[config.mk]
export PLATFORM = sky130hd
export DESIGN_NAME = mod_vga_timing
export DESIGN_NICKNAME = d
export VERILOG_FILES = /design/src/rtl/mod_vga_timing_pkg.sv /design/src/rtl/mod_vga_timing_wrap_counter.sv /design/src/rtl/mod_vga_timing.sv
export SDC_FILE = /design/constraint.sdc
export NUM_CORES = 1
export LEC_CHECK = 0
export ABC_CLOCK_PERIOD_IN_PS = 4600
export CORE_ASPECT_RATIO = 0.6
export CORE_MARGIN = 1
export CORE_UTILIZATION = 50
export CTS_BUF_LIST = sky130_fd_sc_hd__clkbuf_16
export CTS_CLUSTER_SIZE = 28
export DETAILED_ROUTE_END_ITERATION = 12
export DONT_BUFFER_PORTS = 1
export PLACE_DENSITY = 0.71
export SYNTH_ARGS = -nofsm -noshare
export SYNTH_HDL_FRONTEND = slang
export SYNTH_SLANG_ARGS = --single-unit
[constraint.sdc]
create_clock -name in_clk_25_175_mhz -period 4.6 [get_ports in_clk_25_175_mhz]
set_input_delay 0 -clock in_clk_25_175_mhz [delete_from_list [all_inputs] [get_ports in_clk_25_175_mhz]]
set_output_delay 0 -clock in_clk_25_175_mhz [all_outputs]
set_load 0.1 [all_outputs]
[src/rtl/mod_vga_timing_pkg.sv]
// Shared 640x480@60 raster constants and the decoded control bundle.
// Latency: n/a (constants and types only).
// Backpressure: n/a; also imported by the pixel-fetch logic so both sides agree on timing.
package mod_vga_timing_pkg;

    localparam int VGA_H_ACTIVE = 640;
    localparam int VGA_H_FRONT  = 16;
    localparam int VGA_H_SYNC   = 96;
    localparam int VGA_H_BACK   = 48;
    localparam int VGA_V_ACTIVE = 480;
    localparam int VGA_V_FRONT  = 10;
    localparam int VGA_V_SYNC   = 2;
    localparam int VGA_V_BACK   = 33;

    localparam int VGA_H_TOTAL  = VGA_H_ACTIVE + VGA_H_FRONT + VGA_H_SYNC + VGA_H_BACK;
    localparam int VGA_V_TOTAL  = VGA_V_ACTIVE + VGA_V_FRONT + VGA_V_SYNC + VGA_V_BACK;

    // Standard VGA syncs are active-low.
    localparam bit VGA_SYNC_ACTIVE = 1'b0;
    localparam int VGA_COORD_W     = 10;

    // Per-position control outputs, registered together with the coordinates.
    typedef struct packed {
        logic hsync;
        logic vsync;
        logic active;
        logic line_start;
        logic frame_start;
    } vga_ctl_t;

endpackage

[src/rtl/mod_vga_timing_wrap_counter.sv]
// Modulo-(MAX+1) up-counter with a terminal-count wrap flag for chaining.
// Latency: count updates on the edge after in_inc; out_wrap is combinational.
// Backpressure: holds its value whenever in_inc is low.
module mod_wrap_counter #(
    parameter int MAX = 799,
    parameter int W   = 10
) (
    input  logic         clk,
    input  logic         rst,
    input  logic         in_inc,
    output logic [W-1:0] out_count,
    output logic         out_wrap
);

    localparam logic [W-1:0] LAST = W'(MAX);

    // Wrap is qualified by in_inc so the next counter in the chain steps exactly once.
    assign out_wrap = in_inc && (out_count == LAST);

    // Count register: step on in_inc, return to zero after LAST.
    always_ff @(posedge clk or posedge rst) begin
        if (rst) begin
            out_count <= '0;
        end else if (in_inc) begin
            out_count <= out_wrap ? '0 : out_count + W'(1);
        end
    end

endmodule

[src/rtl/mod_vga_timing.sv]
// VGA raster timing generator: syncs, active flag, coordinates, line/frame strobes.
// Latency: every output is registered and describes the same (x,y); first enabled edge after reset presents (0,0).
// Backpressure: in_enable low freezes position and levels, strobes forced low.
module mod_vga_timing
    import mod_vga_timing_pkg::*;
#(
    parameter int H_ACTIVE    = VGA_H_ACTIVE,
    parameter int H_FRONT     = VGA_H_FRONT,
    parameter int H_SYNC      = VGA_H_SYNC,
    parameter int H_BACK      = VGA_H_BACK,
    parameter int V_ACTIVE    = VGA_V_ACTIVE,
    parameter int V_FRONT     = VGA_V_FRONT,
    parameter int V_SYNC      = VGA_V_SYNC,
    parameter int V_BACK      = VGA_V_BACK,
    parameter bit SYNC_ACTIVE = VGA_SYNC_ACTIVE,
    parameter int COORD_W     = VGA_COORD_W
) (
    input  logic               in_clk_25_175_mhz,
    input  logic               in_rst,
    input  logic               in_enable,
    output logic               out_hsync,
    output logic               out_vsync,
    output logic               out_active,
    output logic [COORD_W-1:0] out_x,
    output logic [COORD_W-1:0] out_y,
    output logic               out_line_start,
    output logic               out_frame_start
);

    localparam int H_TOTAL = H_ACTIVE + H_FRONT + H_SYNC + H_BACK;
    localparam int V_TOTAL = V_ACTIVE + V_FRONT + V_SYNC + V_BACK;

    localparam logic [COORD_W-1:0] X_ACT_END = COORD_W'(H_ACTIVE);
    localparam logic [COORD_W-1:0] HS_BEG    = COORD_W'(H_ACTIVE + H_FRONT);
    localparam logic [COORD_W-1:0] HS_END    = COORD_W'(H_ACTIVE + H_FRONT + H_SYNC);
    localparam logic [COORD_W-1:0] Y_ACT_END = COORD_W'(V_ACTIVE);
    localparam logic [COORD_W-1:0] VS_BEG    = COORD_W'(V_ACTIVE + V_FRONT);
    localparam logic [COORD_W-1:0] VS_END    = COORD_W'(V_ACTIVE + V_FRONT + V_SYNC);

    // Coordinates must be representable, otherwise every compare below is meaningless.
    if (H_TOTAL >= (1 << COORD_W) || V_TOTAL >= (1 << COORD_W)) begin : g_bad_coord_w
        $fatal(1, "mod_vga_timing: H_TOTAL/V_TOTAL do not fit in COORD_W bits");
    end

    // primed=0 is the pre-position state after reset: the first enabled edge
    // enters (0,0) instead of advancing the counters.
    logic               primed;
    logic               adv;
    logic               h_wrap;
    logic               v_wrap;
    logic [COORD_W-1:0] x_cnt;
    logic [COORD_W-1:0] y_cnt;
    logic [COORD_W-1:0] x_nxt;
    logic [COORD_W-1:0] y_nxt;
    vga_ctl_t           ctl_nxt;
    vga_ctl_t           ctl_q;

    assign adv = in_enable && primed;

    mod_wrap_counter #(
        .MAX (H_TOTAL - 1),
        .W   (COORD_W)
    ) u_hcnt (
        .clk       (in_clk_25_175_mhz),
        .rst       (in_rst),
        .in_inc    (adv),
        .out_count (x_cnt),
        .out_wrap  (h_wrap)
    );

    mod_wrap_counter #(
        .MAX (V_TOTAL - 1),
        .W   (COORD_W)
    ) u_vcnt (
        .clk       (in_clk_25_175_mhz),
        .rst       (in_rst),
        .in_inc    (h_wrap),
        .out_count (y_cnt),
        .out_wrap  (v_wrap)
    );

    // Position the counters will hold after this edge (only meaningful while enabled).
    always_comb begin
        x_nxt = '0;
        y_nxt = '0;
        if (primed) begin
            x_nxt = h_wrap ? '0 : x_cnt + COORD_W'(1);
            y_nxt = v_wrap ? '0 : (h_wrap ? y_cnt + COORD_W'(1) : y_cnt);
        end
    end

    // Decode the upcoming position so the control register lines up with the counters.
    always_comb begin
        ctl_nxt.active      = (x_nxt < X_ACT_END) && (y_nxt < Y_ACT_END);
        ctl_nxt.hsync       = ((x_nxt >= HS_BEG) && (x_nxt < HS_END)) ? SYNC_ACTIVE : ~SYNC_ACTIVE;
        ctl_nxt.vsync       = ((y_nxt >= VS_BEG) && (y_nxt < VS_END)) ? SYNC_ACTIVE : ~SYNC_ACTIVE;
        ctl_nxt.line_start  = (x_nxt == '0);
        ctl_nxt.frame_start = (x_nxt == '0) && (y_nxt == '0);
    end

    // Control register: load on enable, otherwise hold levels and drop strobes.
    always_ff @(posedge in_clk_25_175_mhz or posedge in_rst) begin
        if (in_rst) begin
            primed            <= 1'b0;
            ctl_q.hsync       <= ~SYNC_ACTIVE;
            ctl_q.vsync       <= ~SYNC_ACTIVE;
            ctl_q.active      <= 1'b0;
            ctl_q.line_start  <= 1'b0;
            ctl_q.frame_start <= 1'b0;
        end else if (in_enable) begin
            primed <= 1'b1;
            ctl_q  <= ctl_nxt;
        end else begin
            ctl_q.line_start  <= 1'b0;
            ctl_q.frame_start <= 1'b0;
        end
    end

    assign out_x           = x_cnt;
    assign out_y           = y_cnt;
    assign out_hsync       = ctl_q.hsync;
    assign out_vsync       = ctl_q.vsync;
    assign out_active      = ctl_q.active;
    assign out_line_start  = ctl_q.line_start;
    assign out_frame_start = ctl_q.frame_start;

endmodule

Yosys cells after proc, flatten, opt, wreduce, memory -nomap -nowiden
Index checks and enable logic that the tools add are counted. W data, S select, Z words.

Memories kept: 0. ROM bits: 0. Latch bits: 0. Register bits after elaboration: 26. Memory bits (writable): 0. Word-level logic and storage cells: 36. Input port bits: 3.

Reductions and logical operators: 9. Add/subtract/negate cells: 2. Equality and inequality tests: 2. Div/mod/pow operators: 0. Bitwise logic cells: 0. Shift operators: 0. $mul: 0. Muxes and demuxes: 9. Magnitude comparators: 6.

Operators by type and width (count): $mux W10 (6); $add A10 B1 Y10 const B (2); $eq A10 B10 Y1 const B (2); $logic_not A10 Y1 (2); $lt A10 B10 Y1 const B (2); $lt A10 B9 Y1 const B (2); $ge A10 B10 Y1 const B (1); $ge A10 B9 Y1 const B (1); $logic_and A1 B1 Y1 (7); $mux W1 (2); $mux W2 (1).

Longest topological paths before layout
Word-level depth: 8. Depth in mapped cells: 11. Gate-level depth less buffers: 9.

Hierarchy
A second synthesis with hierarchy kept.

Cell total of the unflattened synthesis: 201. Area, all modules: 1793.0 µm².

By module, submodules not included: mod_vga_timing (instances 1, cells each 98, area an instance 754.5 µm², seq. area each 152.6 µm²); mod_wrap_counter at u_hcnt (instances 1, cells each 49, area an instance 534.3 µm², seq. area each 250.2 µm²); mod_wrap_counter at u_vcnt (instances 1, cells each 54, area an instance 504.2 µm², seq. area each 250.2 µm²).

Worst setup path before layout
Ideal clock, no wire load.

Path type: reg2reg. Start: register u_hcnt.out_count[1]. End: register ctl_q, in the netlist out_active. Required time: 4.471 ns. Period minus slack after synthesis: 2.844 ns. Stages on the path, launching flop included: 11. Arrival: 2.715 ns. Buffers on the path: 2. Setup time: 0.129 ns. Setup slack: 1.756 ns. Cells stage by stage: dfrtp_1 ha_1 and4_4 buf_2 and4_1 buf_4 nand3_4 xnor2_2 nand2_2 o31ai_2 o22ai_1.

Word-level cells in the longest chain between the ends: 7.

RTL lines: start: declaration (RTL line mod_vga_timing_wrap_counter.sv:11) `output logic [W-1:0] out_count,`; start signal: assignment (RTL line mod_vga_timing_wrap_counter.sv:25) `out_count <= out_wrap ? '0 : out_count + W'(1);`; branches (longest 6 deep; another with $add A10 B1 Y10); $logic_and A1 B1 Y1 (*) (RTL line mod_vga_timing.sv:94) `ctl_nxt.active = (x_nxt < X_ACT_END) && (y_nxt < Y_ACT_END);`; end signal: assignment (RTL line mod_vga_timing.sv:112) `ctl_q <= ctl_nxt;`; end: declaration (RTL line mod_vga_timing.sv:56) `vga_ctl_t ctl_q;`.

Every way passes the cells marked *. A chain may end at the register's enable or synchronous reset.

Final worst setup path
Start: register u_hcnt.out_count[7]. End: register ctl_q, in the netlist out_active.

Same word-level chain as after synthesis.

==> qor.yml <==
run_status:
  outcome: "finished clean"
sta:
  hold_viol: 0
  final.min_clock_period_ns: 3.05
  slew_violations: 0
  grt_setup_unrepaired: "false"
  finClkSkew_ns: 0.00463
  setup_viol: 0
  slew_headroom: 0.243
  worstMarginPinSlew_ns: 1.14
  setup_ws_ns: 1.55
  max_freq_mhz: 328
  setup_tns_ns: 0
  fin_crit_sh: 0.664
clocking:
  postCtsSetupRepairBufs: 0
  cts_tree: "built"
  cts_made_buffers: 3
  cts_htree_levels: 1
  clock_latency_ns: 0.26
  clock_sinks: 26
  clock_path_buffers: 2
  path_clk_slew_ns: 0.06
  ctsResizeCount: 0
  root_buffer: "clkbuf_16"
pwr:
  pwr-share-comb: 0.415
  power.density_mw_per_mm2: 458
  power_leakage_nw: 0.779
  ir_worst_vdd_v: 0.000323
  seqPwrFrac: 0.360
  clock_power_share: 0.225
  finalPower_mw: 0.850
  p_switching_mw: 0.396
  p_int_mw: 0.454
  swShare: 0.466
worst_setup_path:
  path_buf_inv: 0
  r2r_slack_ns: 1.55
  worstSetupEndpointType: "flip-flop"
  crit_type: "reg2reg"
  worstPathCellList: "nor4b_4, and4_1, nand2b_1, o31ai_1, o21a_1, o22ai_1"
  cp_max_fo: 16
  cp_top_family: "simple AND/OR/NAND/NOR gates"
  crit_slowest_cell: "dfrtp_1"
  startpoint_type: "flip-flop"
  arrival_ns: 3.19
  cp.required_ns: 4.74
  slowest_delay_ns: 0.81
global_route:
  met1_usage: 0.326
  grt.overflow.total: 0
  met2_usage: 0.299
  grt_use_total: 0.214
  busiest_layer: "met1"
  grt_antenna_before_repair: 0
  met3_usage: 0.0724
  first_global_vias: 1157
  grt_pass1_wl_mm: 5.80
  grt_max_degree: 27
yosys:
  avgSynthCellArea_um2: 9.47
  synth_edf_count: 0
  synth.distinct_cells: 55
  yosysSeqAreaShare: 0.379
  synth_top_cell_area_share: 0.348
  ys_warn_count: 0
  synth_seq_cells: 26
  synth_top_flop_cell: "dfrtp_1"
  mappedNetlistArea_mm2: 0.00172
  synth_fp_nets: 188
  async_flop_share: 1.00
  syn_inst: 182
  synth_area_leader_cell: "dfrtp_1"
  synthTopCellsByArea: "dfrtp_1 (35%), xnor2_1 (5.1%), nand2_1 (4.8%), o21ai_0 (4.1%), dfstp_2 (3.0%)"
detailed_routing:
  drt-initial-drc-count: 153
  firstDrtPassIters: 4
  totalWireLength_mm: 3.68
  vias: 1354
  vias_per_cell: 5.91
  wl_per_cell_um: 16.0
  route.detailed.drc: 0
  detail-route-antenna-nets: 0
layout:
  fin_util: 0.569
  fillers: 285
  multi_input_area_um2: 942
  area_growth_pct: 7.62
  layout.nets: 191
  antenna_cells: 0
  fin_area_mm2: 0.00186
  drive_above_1_share: 0.185
  seqCellArea_um2: 653
floorplanning:
  dieArea_mm2: 0.00369
  num_rows: 16
  fp.dieH_um: 47.5
  ios: 28
  die_w_um: 77.8
  start_util: 0.528
  core_mm2: 0.00326
place:
  dp_slack_ns: 1.60
  place.gp.congestion: 0.907
  placed_cell_area_mm2: 0.00176
  io_buffers: 0
  dp_hpwl_mm: 2.69
min_path:
  hp-class: "in2reg"
job:
  max_cap_violations: 0
==> worst register-to-register path, cell delays in order (launching register included) <==
cell and delay, ns:
dfrtp_1 0.81, nor4b_4 0.58, and4_1 0.66, nand2b_1 0.25, o31ai_1 0.37, o21a_1 0.19
o22ai_1 0.07
==> final timing paths <==
| check | start | end | cells past startpoint |
|---|---|---|---|
| min in group asynchronous | in_rst | u_hcnt.out_count[1]$_DFFE_PP0P_ | 2 |
| hold / removal | in_enable | out_line_start$_DFF_PP0_ | 2 |
| setup / recovery | u_hcnt.out_count[7]$_DFFE_PP0P_ | out_active$_DFFE_PP0P_ | 6 |
| setup reg to reg | u_hcnt.out_count[7]$_DFFE_PP0P_ | out_active$_DFFE_PP0P_ | 6 |
| hold reg to reg | primed$_DFFE_PP0P_ | primed$_DFFE_PP0P_ | 1 |
| max in group asynchronous | in_rst | u_vcnt.out_count[9]$_DFFE_PP0N_ | 2 |
==> registers in the layout, summed over array words and instances, names as in the netlist <==
name / flops
u_hcnt.out_count: 10
u_vcnt.out_count: 10
out_active: 1
out_frame_start: 1
out_hsync: 1
out_line_start: 1
out_vsync: 1
primed: 1
==> power by group through the flow <==
stage / logic, mW / clock network [mW] / registers [mW]
after floorplan: 0.154 / 0 / 0.466
after global placement: 0.345 / 0 / 0.310
after detailed placement: 0.349 / 0 / 0.309
after CTS: 0.352 / 0.197 / 0.306
after global routing: 0.376 / 0.206 / 0.310
final: 0.353 / 0.191 / 0.306
==> placed cells by master (no fill, tap or decap), types with 5 or more instances in the layout <==
cell type  synthesis  routed
nor2_1             9       9
a31oi_1            5       5
dfrtp_1           24      24
buf_4              2      10
inv_1              8       8
xnor2_1           10      10
nand3_1            6       6
nand2_1           22      22
o21ai_0           14      14
a21oi_1            7       7
==> synthesized netlist by cell type (2+ instances only) <==
library cell  number
nand2_1           22
nand4_1            4
a31oi_1            5
buf_2              7
nor4_2             2
nor2_1             9
xor2_1             3
and4_1             3
o41ai_1            3
a21oi_1            7
and3_1             2
o21ai_0           14
dfstp_2            2
buf_4              2
nor2b_1            3
inv_1              8
xnor2_2            2
nor3_1             4
ha_1               3
xnor2_1           10
dfrtp_1           24
nand3_1            6
o31ai_1            3
o21a_1             2
o22ai_1            2
==> through the flow <==
step,cells,hold WS (ns)
6_report,229,0.0172
3_5_place_dp,223,0.107
2_1_floorplan,182,0.0385
3_3_place_gp,223,0.104
5_1_grt,229,0.0399
4_1_cts,229,0.0170
==> timing repair <==
item	4_1_cts	5_1_grt
endpoints found under the setup margin	0	0
endpoints found under the hold margin	28	0
hold buffers	2	0
==> logic make-up after synthesis <==
logic type | count (synthesis) | synth area share
compound gates | 43 | 0.165
xor+xnor | 16 | 0.0943
fa+ha+maj | 3 | 0.0218
buf+inv | 22 | 0.0747
flops | 26 | 0.379
mux | 1 | 0.00653
simple gates | 71 | 0.259
==> cell type report <==
class,count,area share
Clock inverter,1,0.00202
Timing Repair Buffer,12,0.0512
Multi-Input combinational cell,134,0.508
Tap cell,45,0.0303
Clock buffer,3,0.0405
Sequential cell,26,0.352
Inverter,8,0.0162
==> routing by layer <==
layer  vias up  wire, µm
met3         0       330
met1       658      1920
met5         -         0
met2        43      1420
met4         0         0
li1        653         -
(Power assumes the default switching activity.)
